`config.mk`:
```
export PLATFORM = sky130hd
export DESIGN_NAME = dma_csr_responder
export DESIGN_NICKNAME = d
export VERILOG_FILES = /design/src/rtl/dma_csr_pkg.sv /design/src/rtl/dma_beat_engine.sv /design/src/rtl/dma_csr_responder.sv
export SDC_FILE = /design/constraint.sdc
export NUM_CORES = 1
export LEC_CHECK = 0
export ABC_CLOCK_PERIOD_IN_PS = 8620
export CORE_MARGIN = 1
export CORE_UTILIZATION = 40
export DETAILED_ROUTE_END_ITERATION = 6
export PLACE_DENSITY = 0.63
export SLEW_MARGIN = 20
export SYNTH_ARGS = -nofsm -noshare
export SYNTH_HDL_FRONTEND = slang
export SYNTH_SLANG_ARGS = --single-unit
```
`constraint.sdc`:
```
create_clock -name clk -period 8.62 [get_ports clk]
set_input_delay 1.293 -clock clk [delete_from_list [all_inputs] [get_ports clk]]
set_output_delay 1.293 -clock clk [all_outputs]
set_load 0.05 [all_outputs]
```
`src/rtl/dma_csr_pkg.sv`:
```
// rtl/dma_csr_pkg.sv - Shared register map, bit indices and state encodings for the DMA CSR block.
package dma_csr_pkg;

   localparam logic [4:0] ADDR_STATUS    = 5'd0;
   localparam logic [4:0] ADDR_READADDR  = 5'd4;
   localparam logic [4:0] ADDR_WRITEADDR = 5'd8;
   localparam logic [4:0] ADDR_LENGTH    = 5'd12;
   localparam logic [4:0] ADDR_CONTROL   = 5'd24;

   localparam int CTL_BYTE = 0;
   localparam int CTL_HW   = 1;
   localparam int CTL_WORD = 2;
   localparam int CTL_GO   = 3;
   localparam int CTL_IEN  = 4;
   localparam int CTL_REEN = 5;
   localparam int CTL_WEEN = 6;
   localparam int CTL_LEEN = 7;
   localparam int CTL_RCON = 8;
   localparam int CTL_WCON = 9;
   localparam int CTL_W    = 10;

   localparam int ST_DONE = 0;
   localparam int ST_BUSY = 1;
   localparam int ST_LEN  = 4;

   localparam logic [0:0] E_IDLE  = 1'b0;
   localparam logic [0:0] E_RUN   = 1'b1;
   localparam logic [0:0] S_IDLE  = 1'b0;
   localparam logic [0:0] S_RDATA = 1'b1;

   // Widest selected size wins; an empty size field defaults to a word.
   function automatic logic [2:0] beat_size(input logic [CTL_W-1:0] ctl);
      if (ctl[CTL_WORD])      return 3'd4;
      else if (ctl[CTL_HW])   return 3'd2;
      else if (ctl[CTL_BYTE]) return 3'd1;
      else                    return 3'd4;
   endfunction

endpackage

```
`src/rtl/dma_beat_engine.sv`:
```
// rtl/dma_beat_engine.sv - Transfer sequencer holding the address/length counters and issuing one request per beat.
module dma_beat_engine
   import dma_csr_pkg::*;
#(
   parameter int M_ADDR_WIDTH = 32,
   parameter int LEN_WIDTH    = 32
) (
   input  logic                    clk,
   input  logic                    reset_n,
   input  logic                    ld_rd,
   input  logic                    ld_wr,
   input  logic                    ld_len,
   input  logic [31:0]             wdata,
   input  logic                    start,
   input  logic [2:0]              size,
   input  logic                    rcon,
   input  logic                    wcon,
   input  logic                    req_ready,
   output logic                    req_valid,
   output logic [M_ADDR_WIDTH-1:0] rd_addr,
   output logic [M_ADDR_WIDTH-1:0] wr_addr,
   output logic [LEN_WIDTH-1:0]    length,
   output logic                    busy,
   output logic                    finish
);

   logic [0:0]              state_q, state_d;
   logic [M_ADDR_WIDTH-1:0] rd_q, rd_d, wr_q, wr_d;
   logic [LEN_WIDTH-1:0]    len_q, len_d;
   logic [LEN_WIDTH-1:0]    size_len;

   always_comb begin
      state_d  = state_q;
      rd_d     = rd_q;
      wr_d     = wr_q;
      len_d    = len_q;
      finish   = 1'b0;
      size_len = LEN_WIDTH'(size);
      if (state_q == E_IDLE) begin
         if (ld_rd)  rd_d  = wdata[M_ADDR_WIDTH-1:0];
         if (ld_wr)  wr_d  = wdata[M_ADDR_WIDTH-1:0];
         if (ld_len) len_d = wdata[LEN_WIDTH-1:0];
         if (start)  state_d = E_RUN;
      end else if (req_ready) begin
         // A short tail beat consumes only what is left, so LENGTH never underflows.
         if (len_q <= size_len) begin
            len_d   = '0;
            state_d = E_IDLE;
            finish  = 1'b1;
         end else begin
            len_d = len_q - size_len;
         end
         if (!rcon) rd_d = rd_q + M_ADDR_WIDTH'(size);
         if (!wcon) wr_d = wr_q + M_ADDR_WIDTH'(size);
      end
   end

   always_ff @(posedge clk or negedge reset_n) begin
      if (!reset_n) begin
         state_q <= E_IDLE;
         rd_q    <= '0;
         wr_q    <= '0;
         len_q   <= '0;
      end else begin
         state_q <= state_d;
         rd_q    <= rd_d;
         wr_q    <= wr_d;
         len_q   <= len_d;
      end
   end

   assign req_valid = (state_q == E_RUN);
   assign busy      = (state_q == E_RUN);
   assign rd_addr   = rd_q;
   assign wr_addr   = wr_q;
   assign length    = len_q;

endmodule

```
`src/rtl/dma_csr_responder.sv`:
```
// rtl/dma_csr_responder.sv - Avalon-MM DMA register file with slave read FSM, fronting the beat engine.
module dma_csr_responder
   import dma_csr_pkg::*;
#(
   parameter int M_ADDR_WIDTH = 32,
   parameter int LEN_WIDTH    = 32
) (
   input  logic                    clk,
   input  logic                    reset_n,
   input  logic [4:0]              slave_address,
   input  logic                    slave_chipselect,
   input  logic                    slave_write,
   input  logic                    slave_read,
   input  logic [31:0]             slave_writedata,
   output logic [31:0]             slave_readdata,
   output logic                    slave_waitrequest,
   output logic                    req_valid,
   input  logic                    req_ready,
   output logic [M_ADDR_WIDTH-1:0] req_rd_address,
   output logic [M_ADDR_WIDTH-1:0] req_wr_address,
   output logic [2:0]              req_size,
   output logic                    irq
);

   logic [CTL_W-1:0]        control_q, control_d;
   logic                    done_q, done_d;
   logic [0:0]              slv_q, slv_d;
   logic [31:0]             rdata_q, rdata_d;

   logic                    wr_acc, rd_acc, stall_addr, wr_stall, wr_en;
   logic                    go_wr, start, len_zero;
   logic                    ld_rd, ld_wr, ld_len;
   logic [31:0]             rd_mux;
   logic                    busy, finish;
   logic [M_ADDR_WIDTH-1:0] rd_addr, wr_addr;
   logic [LEN_WIDTH-1:0]    length;

   always_comb begin
      wr_acc     = slave_chipselect & slave_write;
      rd_acc     = slave_chipselect & slave_read & ~slave_write;
      stall_addr = (slave_address == ADDR_READADDR) | (slave_address == ADDR_WRITEADDR) |
                   (slave_address == ADDR_LENGTH)   | (slave_address == ADDR_CONTROL);
      // Programming writes wait out a running transfer; STATUS writes and reads never do.
      wr_stall   = wr_acc & busy & stall_addr;
      wr_en      = wr_acc & ~wr_stall;
      slave_waitrequest = rd_acc ? (slv_q == S_IDLE) : wr_stall;

      ld_rd    = wr_en & (slave_address == ADDR_READADDR);
      ld_wr    = wr_en & (slave_address == ADDR_WRITEADDR);
      ld_len   = wr_en & (slave_address == ADDR_LENGTH);
      len_zero = (length == '0);
      go_wr    = wr_en & (slave_address == ADDR_CONTROL) & slave_writedata[CTL_GO];
      start    = go_wr & ~len_zero;

      control_d = control_q;
      if (wr_en && slave_address == ADDR_CONTROL) control_d = slave_writedata[CTL_W-1:0];
      if ((go_wr && len_zero) || finish)          control_d[CTL_GO] = 1'b0;

      done_d = done_q;
      if (wr_en && slave_address == ADDR_STATUS) done_d = 1'b0;
      if (start)                                 done_d = 1'b0;
      if ((go_wr && len_zero) || finish)         done_d = 1'b1;

      rd_mux = 32'd0;
      case (slave_address)
         ADDR_STATUS: begin
            rd_mux[ST_DONE] = done_q;
            rd_mux[ST_BUSY] = busy;
            rd_mux[ST_LEN]  = len_zero;
         end
         ADDR_READADDR:  rd_mux = 32'(rd_addr);
         ADDR_WRITEADDR: rd_mux = 32'(wr_addr);
         ADDR_LENGTH:    rd_mux = 32'(length);
         ADDR_CONTROL:   rd_mux = 32'(control_q);
         default:        rd_mux = 32'd0;
      endcase

      slv_d   = slv_q;
      rdata_d = rdata_q;
      if (slv_q == S_IDLE) begin
         if (rd_acc) begin
            rdata_d = rd_mux;
            slv_d   = S_RDATA;
         end
      end else begin
         slv_d = S_IDLE;
      end
   end

   always_ff @(posedge clk or negedge reset_n) begin
      if (!reset_n) begin
         control_q <= '0;
         done_q    <= 1'b0;
         slv_q     <= S_IDLE;
         rdata_q   <= '0;
      end else begin
         control_q <= control_d;
         done_q    <= done_d;
         slv_q     <= slv_d;
         rdata_q   <= rdata_d;
      end
   end

   dma_beat_engine #(
      .M_ADDR_WIDTH(M_ADDR_WIDTH),
      .LEN_WIDTH   (LEN_WIDTH)
   ) u_engine (
      .clk      (clk),
      .reset_n  (reset_n),
      .ld_rd    (ld_rd),
      .ld_wr    (ld_wr),
      .ld_len   (ld_len),
      .wdata    (slave_writedata),
      .start    (start),
      .size     (req_size),
      .rcon     (control_q[CTL_RCON]),
      .wcon     (control_q[CTL_WCON]),
      .req_ready(req_ready),
      .req_valid(req_valid),
      .rd_addr  (rd_addr),
      .wr_addr  (wr_addr),
      .length   (length),
      .busy     (busy),
      .finish   (finish)
   );

   assign req_size       = beat_size(control_q);
   assign req_rd_address = rd_addr;
   assign req_wr_address = wr_addr;
   assign slave_readdata = rdata_q;
   assign irq            = done_q & control_q[CTL_IEN];

endmodule
```
==> results of run 1 <==
-- final timing paths --
| check | from | to | slack (ns) | cells after the start |
|---|---|---|---|---|
| min | control_q[7] | control_q[7] | 0.48 | 2 |
| min reg2reg | control_q[7] | control_q[7] | 0.48 | 2 |
| min in group asynchronous | reset_n | slave_readdata[5] | 0.86 | 1 |
| max in group asynchronous | reset_n | u_engine.busy | 6.21 | 2 |
| max reg2reg | control_q[1] | u_engine.length[13] | 4.75 | 10 |
| max | slave_address[3] | slave_waitrequest | 3.74 | 5 |
-- cell type report --
cell class	instances	area [um2]	share of cell area
multi-input cells	810	5102	0.4517
flip-flops and latches	141	3532	0.3127
repair buffers	161	1570	0.1390
clock buffers	20	456.7	0.04043
well taps	280	350.3	0.03101
clock inverters	12	160.2	0.01418
inverters	33	123.9	0.01097
-- cell families (layout without fill, tap and decap cells) --
logic type | after synthesis | count (layout) | synth area share
simple gates | 413 | 413 | 0.2328
compound gates | 354 | 354 | 0.2698
flops | 141 | 141 | 0.3900
buf+inv | 120 | 226 | 0.05187
mux | 28 | 28 | 0.03347
fa+ha+maj | 12 | 12 | 0.01909
xor+xnor | 3 | 3 | 0.002905
-- power breakdown --
group | leakage (nW) | internal [W] | switching, W | total, W
clock | 0.289 | 0.000473 | 0.000318 | 0.000791
sequential | 1.79 | 0.000733 | 0.000143 | 0.000876
combinational | 2.35 | 0.000240 | 0.000432 | 0.000673
-- synth_stat cells, drive strengths merged, types with 23 or more instances --
| master | n |
|---|---|
| nand3 | 48 |
| nand2 | 137 |
| nor2 | 62 |
| and3 | 23 |
| o21ai | 71 |
| a21oi | 74 |
| dfrtp | 141 |
| clkbuf | 68 |
| nor3 | 29 |
| nand4 | 24 |
| inv | 33 |
| a22oi | 24 |
-- critical path, stage by stage --
cell and delay, ns:
clkdlybuf4s50_1 0.47, buf_4 0.45, o2111ai_1 0.26, o21ai_0 0.25, clkdlybuf4s50_1 0.85
-- per-layer routing --
metal | GRT usage | wire length [um] | vias to the layer above
li1 | - | - | 4258
met1 | 0.4549 | 15850 | 4691
met2 | 0.4470 | 14960 | 587
met3 | 0.07309 | 3836 | 77
met4 | 0.1171 | 1105 | 0
met5 | 0 | 0 | -
-- flip-flops by register name (all words and copies together), names as in the netlist --
register          count
u_engine.length      32
control_q            10
u_engine.wr_addr     32
u_engine.rd_addr     32
u_engine.busy         1
slv_q                 1
done_q                1
slave_readdata       32
-- stage by stage --
stage | instances | worst slack (ns) | hold WS (ns) | total power (W) | cell area (um2)
final | 1457 | 3.739 | 0.4791 | 0.002339 | 11300
after global routing | 1457 | 3.652 | 0.4894 | 0.002420 | 11300
after CTS | 1457 | 3.756 | 0.4778 | 0.002324 | 11300
after detailed placement | 1425 | 3.768 | 0.4621 | 0.001539 | 10680
after global placement | 1425 | 3.760 | 0.4570 | 0.001533 | 10670
after floorplan | 1071 | 4.475 | 0.4446 | 0.001277 | 9046
==> impl_metrics.csv, run 1 <==
group,metric,value,unit
cells_and_area,fin_util,0.5128,
floorplan,floorplan.rows,54,
synth,ys.flop_type,"dfrtp_1",
synth,cell_area_synth,9046,um2
route,drc,2,
clocking,clk_pin_slew,0.06,ns
clocking,cts_post_setup_buffers_inserted,0,
floorplan,floorplan.initialDensity,0.4107,
placed_design,dp_hpwl,24750,um
floorplan,die_w,152.4,um
sta,final.period_utilization,0.5663,
clocking,clockRootBuffer,"clkbuf_16",
outcome,outcome,"finished with violations",
sta,max_slew.worst_pin.slew,0.9571,ns
power_and_ir_drop,p_per_area,207.1,nW/um2
route,post_route_wl,35760,um
floorplan,die_area,23220,um2
clocking,ctsHoldBuffers,0,
setup_path,cp.required,7.33,ns
synth,synthesis.instances,1071,
sta,timing.final.max_slew_violations,0,
global_routing,grt_antenna_before_repair,0,
power_and_ir_drop,worst_ir_drop_on_vdd,0.0001216,V
synth,synth.yosys.warnings,0,
setup_path,endpoint_kind,"output port",
job,max_cap_viol_count,0,
clocking,clock_insertion_delay_worst_skew,0.44,ns
route,detail_route.first_pass.iterations,7,
cells_and_area,layout_commonest_cell,"clkdlybuf4s50_1",
sta,grt_setup_unrepaired,"false",
clocking,cts.htree.levels,4,
floorplan,floorplan.core_area,22030,um2
synth,post_synth_num_cell_types,79,
global_routing,grt_pass1_vias,9043,
clocking,clock_sink_count,141,
sta,finalSetupViolations,0,
setup_path,timing.setup.critical_path_class,"input pin to output port",
synth,synth-edff-count,0,
synth,yosys.area.top_type,"dfrtp_1",
sta,maxSlewHeadroom,0.3619,
setup_path,path_max_fanout,40,
route,drt-initial-drc-count,1232,
placed_design,port_buffers,144,
sta,final.setup.tns,0,ns
synth,syn_nets,1126,
cells_and_area,areaGrowthSynthToFinish,24.87,%
hold_path,hold_path_class,"register to register",
global_routing,pin_count_of_the_biggest_net_entering_global_routing,85,
cells_and_area,layout.nets,1219,
global_routing,groute.usage.overall,0.3127,
setup_path,worstSetupStartpointType,"input pin",
sta,achievable-frequency,0.2049,GHz
sta,final.min_clock_period,4.881,ns
cells_and_area,drive_above_1_share,0.08156,
route,vias_per_cell,6.598,
synth,ys_async_sr_fraction,1.000,
synth,syn_area_per_cell,8.446,um2
synth,synth_seq_cells,141,
route,detail_routed_net_length_per_standard_cell,24.54,um
placed_design,globalplace.congestion,0.9636,
clocking,ctsLongestPathBuffers,2,
setup_path,crit_arrival,3.59,ns
power_and_ir_drop,power_leakage,4.425,nW
clocking,post_cts_resize_count,0,
floorplan,die_height,152.4,um
global_routing,grt.overflow.total,0,
clocking,cts_tree,"yes",
route,vias,9613,
cells_and_area,layout.filler_cells,2055,
cells_and_area,n_antenna_cell,0,
synth,area_fraction_of_the_dominant_cell_type_after_synthesis,0.3900,
global_routing,wire_length_of_the_first_global_routing_pass,55560,um
floorplan,ioPinCount,145,
clocking,numCtsBuffers,17,
sta,finalHoldViolCount,0,
cells_and_area,layout.cells.most_common_list,"clkdlybuf4s50_1, dfrtp_1, nand2_1",
route,antenna_violating_nets_post_route,0,
outcome,violations_in_the_final_reports,"design-rule violations",
synth,synth-seq-area-share,0.3900,
sta,finClkSkew,0.009747,ns
synth,netlist_top_cells_area,"dfrtp_1, nand2_1, a21oi_1",
Power figures use the tool's default switching activity.
==> run 2: changes to the inputs <==
ABC_CLOCK_PERIOD_IN_PS = 4500   (was 8620)
clock period = 4.5 ns   (was 8.62 ns; I/O delays follow)
==> impl_metrics.csv, run 2 (synthesis results as in run 1) <==
group,metric,value,unit
power_and_ir_drop,report.power.total,0.004438,W
power_and_ir_drop,sequentialPowerShare,0.377,
sta,max_slew.worst_pin.slew,1.113,ns
sta,grt_setup_unrepaired,"false",
power_and_ir_drop,p_per_area,392.2,nW/um2
cells_and_area,areaGrowthSynthToFinish,25.06,%
placed_design,dp_hpwl,25080,um
job,max_cap_viol_count,0,
setup_path,timing.setup.critical_path_class,"register to register",
hold_path,hold_path_class,"input pin to async pin",
floorplan,die_height,152.4,um
cells_and_area,layout.cells.most_common_list,"clkdlybuf4s50_1, dfrtp_1, nand2_1",
cells_and_area,fin_util,0.5136,
cells_and_area,n_antenna_cell,0,
cells_and_area,instances_no_fill,1464,
power_and_ir_drop,clockPowerShare,0.331,
global_routing,grt_antenna_before_repair,1,
global_routing,wire_length_of_the_first_global_routing_pass,54900,um
clocking,cts.htree.levels,4,
route,drc,2,
clocking,ctsLongestPathBuffers,2,
sta,finClkSkew,0.009059,ns
sta,final.min_clock_period,3.877,ns
clocking,cts_post_setup_buffers_inserted,0,
power_and_ir_drop,worst_ir_drop_on_vdd,0.0002517,V
clocking,clk_pin_slew,0.07,ns
sta,timing.final.max_slew_violations,0,
power_and_ir_drop,swShare,0.3894,
floorplan,floorplan.core_area,22030,um2
setup_path,endpoint_kind,"register",
route,vias_per_cell,6.462,
route,post_route_wl,35280,um
outcome,violations_in_the_final_reports,"design-rule violations",
route,detail_route.first_pass.iterations,7,
placed_design,port_buffers,144,
sta,final.period_utilization,0.8615,
route,vias,9461,
clocking,numCtsBuffers,17,
global_routing,grt.overflow.total,0,
sta,fin_worst_hold_slack,0.3339,ns
cells_and_area,seqCellArea,3532,um2
clocking,ctsHoldBuffers,0,
placed_design,place_inst,1432,
cells_and_area,layout.nets,1226,
power_and_ir_drop,p_switching,0.001728,W
cells_and_area,layout.filler_cells,2042,
setup_path,path_max_fanout,20,
route,drt-initial-drc-count,1338,
sta,finalSetupViolations,0,
placed_design,globalplace.congestion,0.9413,
sta,maxSlewHeadroom,0.2558,
cells_and_area,layout_commonest_cell,"clkdlybuf4s50_1",
route,antenna_violating_nets_post_route,0,
floorplan,floorplan.rows,54,
floorplan,die_w,152.4,um
clocking,clock_sink_count,141,
sta,finalHoldViolCount,0,
sta,achievable-frequency,0.2579,GHz
clocking,clock_insertion_delay_worst_skew,0.43,ns
route,detail_routed_net_length_per_standard_cell,24.10,um
power_and_ir_drop,internal_power,0.002709,W
outcome,outcome,"finished with violations",
power_and_ir_drop,combinationalPowerShare,0.292,
clocking,cts_tree,"yes",
global_routing,pin_count_of_the_biggest_net_entering_global_routing,93,
floorplan,ioPinCount,145,
sta,final.setup.tns,0,ns
clocking,clockRootBuffer,"clkbuf_16",
setup_path,cp.required,4.81,ns
setup_path,worstSetupStartpointType,"register",
global_routing,groute.usage.overall,0.3083,
floorplan,floorplan.initialDensity,0.4107,
setup_path,crit_arrival,4.19,ns
floorplan,die_area,23220,um2
cells_and_area,drive_above_1_share,0.08699,
clocking,post_cts_resize_count,0,
global_routing,grt_pass1_vias,9023,
cells_and_area,area_of_the_multi_input_gates,5091,um2
power_and_ir_drop,power_leakage,4.452,nW
## run 2: cell types whose count changed in the layout (fill, tap and decap cells not counted), sizes merged
cell,previous run,this run
bufinv,3,2
clkbuf,20,18
inv,35,38
clkdlybuf4s50,143,142
buf,18,26
## run 2: metrics by stage
step	area (um2)	worst slack, ns
2_1_floorplan	9046	0.3938
3_3_place_gp	10720	0.8540
3_5_place_dp	10720	0.7428
4_1_cts	11310	0.6831
5_1_grt	11310	0.4568
6_report	11310	0.6230
## run 2: per-layer routing
| layer | global-route usage | wire (um) | vias up | part of all wire |
|---|---|---|---|---|
| met4 | 0.08844 | 745 | 0 | 0.021 |
| met3 | 0.06086 | 3191 | 58 | 0.090 |
| li1 | - | - | 4259 | - |
| met1 | 0.4553 | 15900 | 4620 | 0.45 |
| met2 | 0.4531 | 15440 | 524 | 0.44 |
| met5 | 0 | 0 | - | 0 |
## run 2: layout make-up
class | instances | area share
multi-input cells | 810 | 0.4500
flip-flops and latches | 141 | 0.3122
repair buffers | 168 | 0.1432
clock buffers | 18 | 0.03882
well taps | 280 | 0.03097
clock inverters | 14 | 0.01382
inverters | 33 | 0.01095
## run 2: path summary, 6_finish.rpt
check	cells past startpoint	slack, ns	endpoint	startpoint
min in group clk	2	0.48	control_q[7]	control_q[7]
hold reg to reg	2	0.48	control_q[7]	control_q[7]
setup reg to reg	10	0.62	u_engine.length[21]	control_q[1]
max in group asynchronous	2	3.22	u_engine.length[26]	reset_n
hold / removal	1	0.33	slave_readdata[7]	reset_n
setup / recovery	10	0.62	u_engine.length[21]	control_q[1]
## run 2: power groups by stage
stage	logic (W)	registers [W]	clock network, W
after floorplan	0.000633	0.00181	0
after global placement	0.00126	0.00168	0
after detailed placement	0.00127	0.00168	0
after CTS	0.00128	0.00166	0.00147
after global routing	0.00139	0.00169	0.00152
final	0.00129	0.00167	0.00147
## run 2: worst max-delay path: stages, from the launching register on
cell	delay, ns
dfrtp_1	0.43
nor3b_1	0.57
ha_1	0.28
inv_1	0.07
fa_1	0.45
a211o_1	0.39
a211oi_2	0.37
a31oi_2	0.49
buf_4	0.35
a21o_1	0.16
a22o_1	0.22
==> run 3: changes to the inputs <==
CORE_MARGIN = 3   (was 1)
PLACE_DENSITY = 0.67   (was 0.63)
==> impl_metrics.csv, run 3 (synthesis results as in run 1) <==
group,metric,value,unit
global_routing,grt_busiest_layer,"met2",
clocking,clk_pin_slew,0.06,ns
setup_path,worstSetupStartpointType,"register",
clocking,post_cts_resize_count,0,
setup_path,timing.setup.critical_path_class,"register to register",
clocking,ctsHoldBuffers,0,
power_and_ir_drop,combinationalPowerShare,0.276,
sta,timing.final.max_slew_violations,0,
placed_design,globalplace.congestion,0.9214,
hold_path,hold_path_class,"input pin to async pin",
clocking,clock_sink_count,141,
route,post_route_wl,34740,um
clocking,cts_post_setup_buffers_inserted,0,
global_routing,grt_pass1_vias,9026,
global_routing,groute.usage.overall,0.2831,
route,drt-initial-drc-count,1216,
setup_path,crit_slowest_cell,"nor3b_1",
clocking,ctsLongestPathBuffers,2,
global_routing,pin_count_of_the_biggest_net_entering_global_routing,96,
setup_path,timing.critical_path.cells,"nor3b_1 -> ha_1 -> inv_1 -> fa_1 -> a211o_1 -> a211oi_2 -> a31oi_2 -> buf_4 -> a21o_1 -> a22o_1",
setup_path,worst_path_largest_cell_delay,0.49,ns
setup_path,ff2ff_path_depth,10,
cells_and_area,layout.filler_cells,2100,
clocking,numCtsBuffers,17,
power_and_ir_drop,internal_power,0.002974,W
clocking,clockRootBuffer,"clkbuf_16",
cells_and_area,areaGrowthSynthToFinish,25.88,%
cells_and_area,drive_above_1_share,0.08383,
setup_path,cp.required,4.82,ns
setup_path,cp_top_family,"compound AO/OA/AOI/OAI gates",
clocking,cts.htree.levels,4,
setup_path,critical_path_depth,10,
global_routing,grt_antenna_before_repair,0,
route,detail_route.first_pass.iterations,6,
power_and_ir_drop,p_per_area,406.2,nW/um2
global_routing,grt.overflow.total,0,
sta,max_slew.worst_pin.slew,1.047,ns
floorplan,floorplan.initialDensity,0.4107,
route,detail_routed_net_length_per_standard_cell,23.78,um
clocking,cts_tree,"yes",
outcome,outcome,"finished clean",
power_and_ir_drop,worst_ir_drop_on_vdd,0.0002495,V
sta,finalHoldViolCount,0,
cells_and_area,layout.nets,1224,
placed_design,port_buffers,144,
setup_path,path_buf_inv,2,
power_and_ir_drop,power_leakage,4.494,nW
sta,finalSetupViolations,0,
floorplan,die_w,156.4,um
sta,achievable-frequency,0.2723,GHz
global_routing,grt_util_met2,0.4182,
floorplan,die_area,24460,um2
placed_design,dp_hpwl,24570,um
route,drc,0,
sta,grt_setup_unrepaired,"false",
global_routing,wire_length_of_the_first_global_routing_pass,53650,um
sta,maxSlewHeadroom,0.2963,
power_and_ir_drop,clockPowerShare,0.362,
placed_design,placement.cell_area,10700,um2
floorplan,ioPinCount,145,
sta,final.period_utilization,0.8162,
global_routing,gr-usage-met3,0.06775,
power_and_ir_drop,sequentialPowerShare,0.361,
clocking,clock_insertion_delay_worst_skew,0.43,ns
sta,finClkSkew,0.007863,ns
cells_and_area,n_antenna_cell,0,
cells_and_area,final_area,11390,um2
job,max_cap_viol_count,0,
route,vias,9445,
sta,final.min_clock_period,3.673,ns
route,antenna_violating_nets_post_route,0,
power_and_ir_drop,p_switching,0.001652,W
power_and_ir_drop,swShare,0.3571,
setup_path,path_max_fanout,14,
sta,final.setup.tns,0,ns
floorplan,die_height,156.4,um
setup_path,endpoint_kind,"register",
global_routing,global_route_met1_usage,0.4150,
route,vias_per_cell,6.465,
cells_and_area,layout_commonest_cell,"clkdlybuf4s50_1",
setup_path,crit_arrival,3.99,ns
floorplan,floorplan.rows,54,
cells_and_area,layout.cells.most_common_list,"clkdlybuf4s50_1, dfrtp_1, nand2_1",
floorplan,floorplan.core_area,22030,um2
run 3: cell count changes in the layout (fill, tap and decap cells not counted), sizes merged:
cell / change
clkbuf: +1
clkinv: +1
inv: -5
clkinvlp: -3
buf: -2
bufinv: +5
run 3: worst paths after layout:
kind                               from             endpoint  slack, ns
max                        control_q[1]  u_engine.length[21]       0.83
min                             reset_n   slave_readdata[28]       0.33
max reg2reg                control_q[1]  u_engine.length[21]       0.83
min reg2reg                control_q[6]         control_q[6]       0.48
max in group asynchronous       reset_n    slave_readdata[7]       3.13
min in group clk           control_q[6]         control_q[6]       0.48
run 3: final cells by class:
cell class / count / area [um2] / share of cell area
Timing Repair Buffer: 166 / 1605 / 0.1410
Tap cell: 280 / 350.3 / 0.03077
Sequential cell: 141 / 3532 / 0.3102
Clock inverter: 12 / 241.5 / 0.02121
Multi-Input combinational cell: 810 / 5091 / 0.4471
Clock buffer: 19 / 442.9 / 0.03890
Inverter: 33 / 123.9 / 0.01088
run 3: worst register-to-register path: cells and delay by family (launching register included):
family | cells | cell delay [ns]
buffers and inverters | 2 | 0.41
AOI/OAI and AO/OA | 5 | 1.56
adders and majority gates | 2 | 0.69
DFF | 1 | 0.42
and+or+nand+nor | 1 | 0.49
run 3: power by group through the flow:
stage | clock, W | sequential [W] | combinational (W)
floorplan | 0 | 0.00181 | 0.000633
global placement | 0 | 0.00168 | 0.00125
detailed placement | 0 | 0.00168 | 0.00126
CTS | 0.00168 | 0.00166 | 0.00127
global route | 0.00174 | 0.00169 | 0.00137
finish | 0.00168 | 0.00167 | 0.00128
run 3: routing by layer:
metal  vias to the layer above  part of all wire
li1                       4257                 -
met4                         0             0.021
met3                        56              0.11
met2                       559              0.44
met5                         -                 0
met1                      4573              0.42
run 3: through the flow:
stage	setup slack (ns)	power, W	hold slack, ns	utilization	std cells
floorplan	0.3938	0.002446	0.3794	-	1071
global placement	1.019	0.002927	0.4579	0.4859	1430
detailed placement	0.8875	0.002938	0.4623	0.4859	1430
CTS	0.8958	0.004607	0.4035	0.5170	1461
global route	0.6148	0.004798	0.4273	0.5170	1461
finish	0.8270	0.004626	0.3260	0.5170	1461
==> edit, RTL diff (flow settings as in run 1) <==
`M_ADDR_WIDTH` is set to 32 in 2 places; all go to 28.
--- a/src/rtl/dma_beat_engine.sv
+++ b/src/rtl/dma_beat_engine.sv
@@ -2,7 +2,7 @@
 module dma_beat_engine
    import dma_csr_pkg::*;
 #(
-   parameter int M_ADDR_WIDTH = 32,
+   parameter int M_ADDR_WIDTH = 28,
    parameter int LEN_WIDTH    = 32
 ) (
    input  logic                    clk,
--- a/src/rtl/dma_csr_responder.sv
+++ b/src/rtl/dma_csr_responder.sv
@@ -2,7 +2,7 @@
 module dma_csr_responder
    import dma_csr_pkg::*;
 #(
-   parameter int M_ADDR_WIDTH = 32,
+   parameter int M_ADDR_WIDTH = 28,
    parameter int LEN_WIDTH    = 32
 ) (
    input  logic                    clk,
Interface: changed (resized req_rd_address and req_wr_address); port bits go from 145 to 137. No check against the original RTL was run, so the function may have changed too.
==> edit against run 1 <==
- the flow still finishes with violations (design-rule violations)
- routed wire length is 16% lower
- design area is 8.9% lower
- count of clock-buffer cells in the layout is 6 higher
- sequential cell count is 8 lower
- sequential share of layout area is 1.1 points higher
- area after synthesis is 11% lower
- setup slack better by 0.27 ns
- critical endpoint unchanged
Power is not compared: it rests on default switching activity, and its combinational part moved more than twofold at a synthesized area within 25%.
==> edit: results (changes against run 1) <==
| Metric | Value |
|---|---|
| Post-synthesis mux area share | `1.24% (-2.1 points)` |
| Distinct cells, synth | `70 (-11%)` |
| Critical Path AT | `3.32 ns (-0.27 ns)` |
| Syn Nets | `984 (-13%)` |
| Final GP Congestion | `0.863 (-10%)` |
| PortBufs | `136 (-5.6%)` |
| Synthesized-area fraction occupied by adder cells | `2.14% (+0.23 points)` |
| Layout clock area frac | `5.78% (+0.32 points)` |
| Routed wl met3 | `3.06 mm (-20%)` |
| Clkbuf count | `26 (+30%)` |
| Synth Area in Compound Gates | `31.1% (+4.1 points)` |
| Post-synthesis sequential area ratio | `41.2% (+2.2 points)` |
| R2R Setup Slk | `4.67 ns (-0.08 ns)` |
| Multi-Input Combinational | `692 (-15%)` |
| Inverters | `35 (+6.1%)` |
| Post-route insts no fill | `1311 (-10%)` |
| CP Max Fanout | `7 (-83%)` |
| Bufs w/o clock | `157 (-2.5%)` |
| Met3 usage in global routing | `6.89% (-0.42 points)` |
| Seq cells post-synth | `133 (-5.7%)` |
| Vias in the first global route | `7847 (-13%)` |
| Worst r2r dst | `u_engine.length[5]` |
| Area contributors post-synth | `dfrtp_1 41%, a21oi_1 6.1%, o21ai_0 4.7%` |
| Met1 usage | `46.2% (+0.73 points)` |
| Syn_area_per_cell | `8.69 um2 (+2.9%)` |
| Failing checks | `design-rule violations` |
| Setup Skew | `0.00831 ns (-0.00144 ns)` |
| Slowest stage delay, CP | `0.83 ns (-0.02 ns)` |
| Seq area share | `32.4% (+1.1 points)` |
| Filler cells | `1855 (-9.7%)` |
| Met2 wire length | `13.2 mm (-12%)` |
| Remaining DRCs | `2 (unchanged)` |
| Global Route met2 Usage | `42.9% (-1.8 points)` |
| Status | `finished with violations` |
| Detailed Route Iter0 Violations | `1196 (-2.9%)` |
| Hold Path End | `slave_readdata[31]` |
==> edit: cell count changes after synthesis, sizes merged, moves of 10 or more <==
cell / delta
nand2: -45
a21oi: +24
a31oi: -11
nor2: -28
a222oi: +21
a22oi: -20
mux2: -10
clkbuf: -12
nand4: -11
o22ai: +16
==> edit: power by group <==
group          internal, mW  total, mW  leakage [nW]  switching (mW)
registers             0.820       1.20          1.64           0.377
clock network         0.475      0.745         0.294           0.270
logic                 0.522       1.53          2.06            1.00
==> edit: stage by stage <==
step / instance area (um2) / setup slack (ns) / total power, mW / hold WS (ns)
floorplan: 8070 / 4.27 / 2.10 / 0.449
global placement: 9690 / 4.02 / 2.68 / 0.455
detailed placement: 9690 / 4.03 / 2.69 / 0.462
CTS: 10300 / 4.01 / 3.45 / 0.473
global route: 10300 / 3.91 / 3.64 / 0.490
finish: 10300 / 4.00 / 3.47 / 0.470
==> edit: worst min-delay path: cells and delay by family (launching register included) <==
kind | cells | cell delay (ns)
AND/OR/NAND/NOR | 2 | 0.10
flip-flops | 1 | 0.34
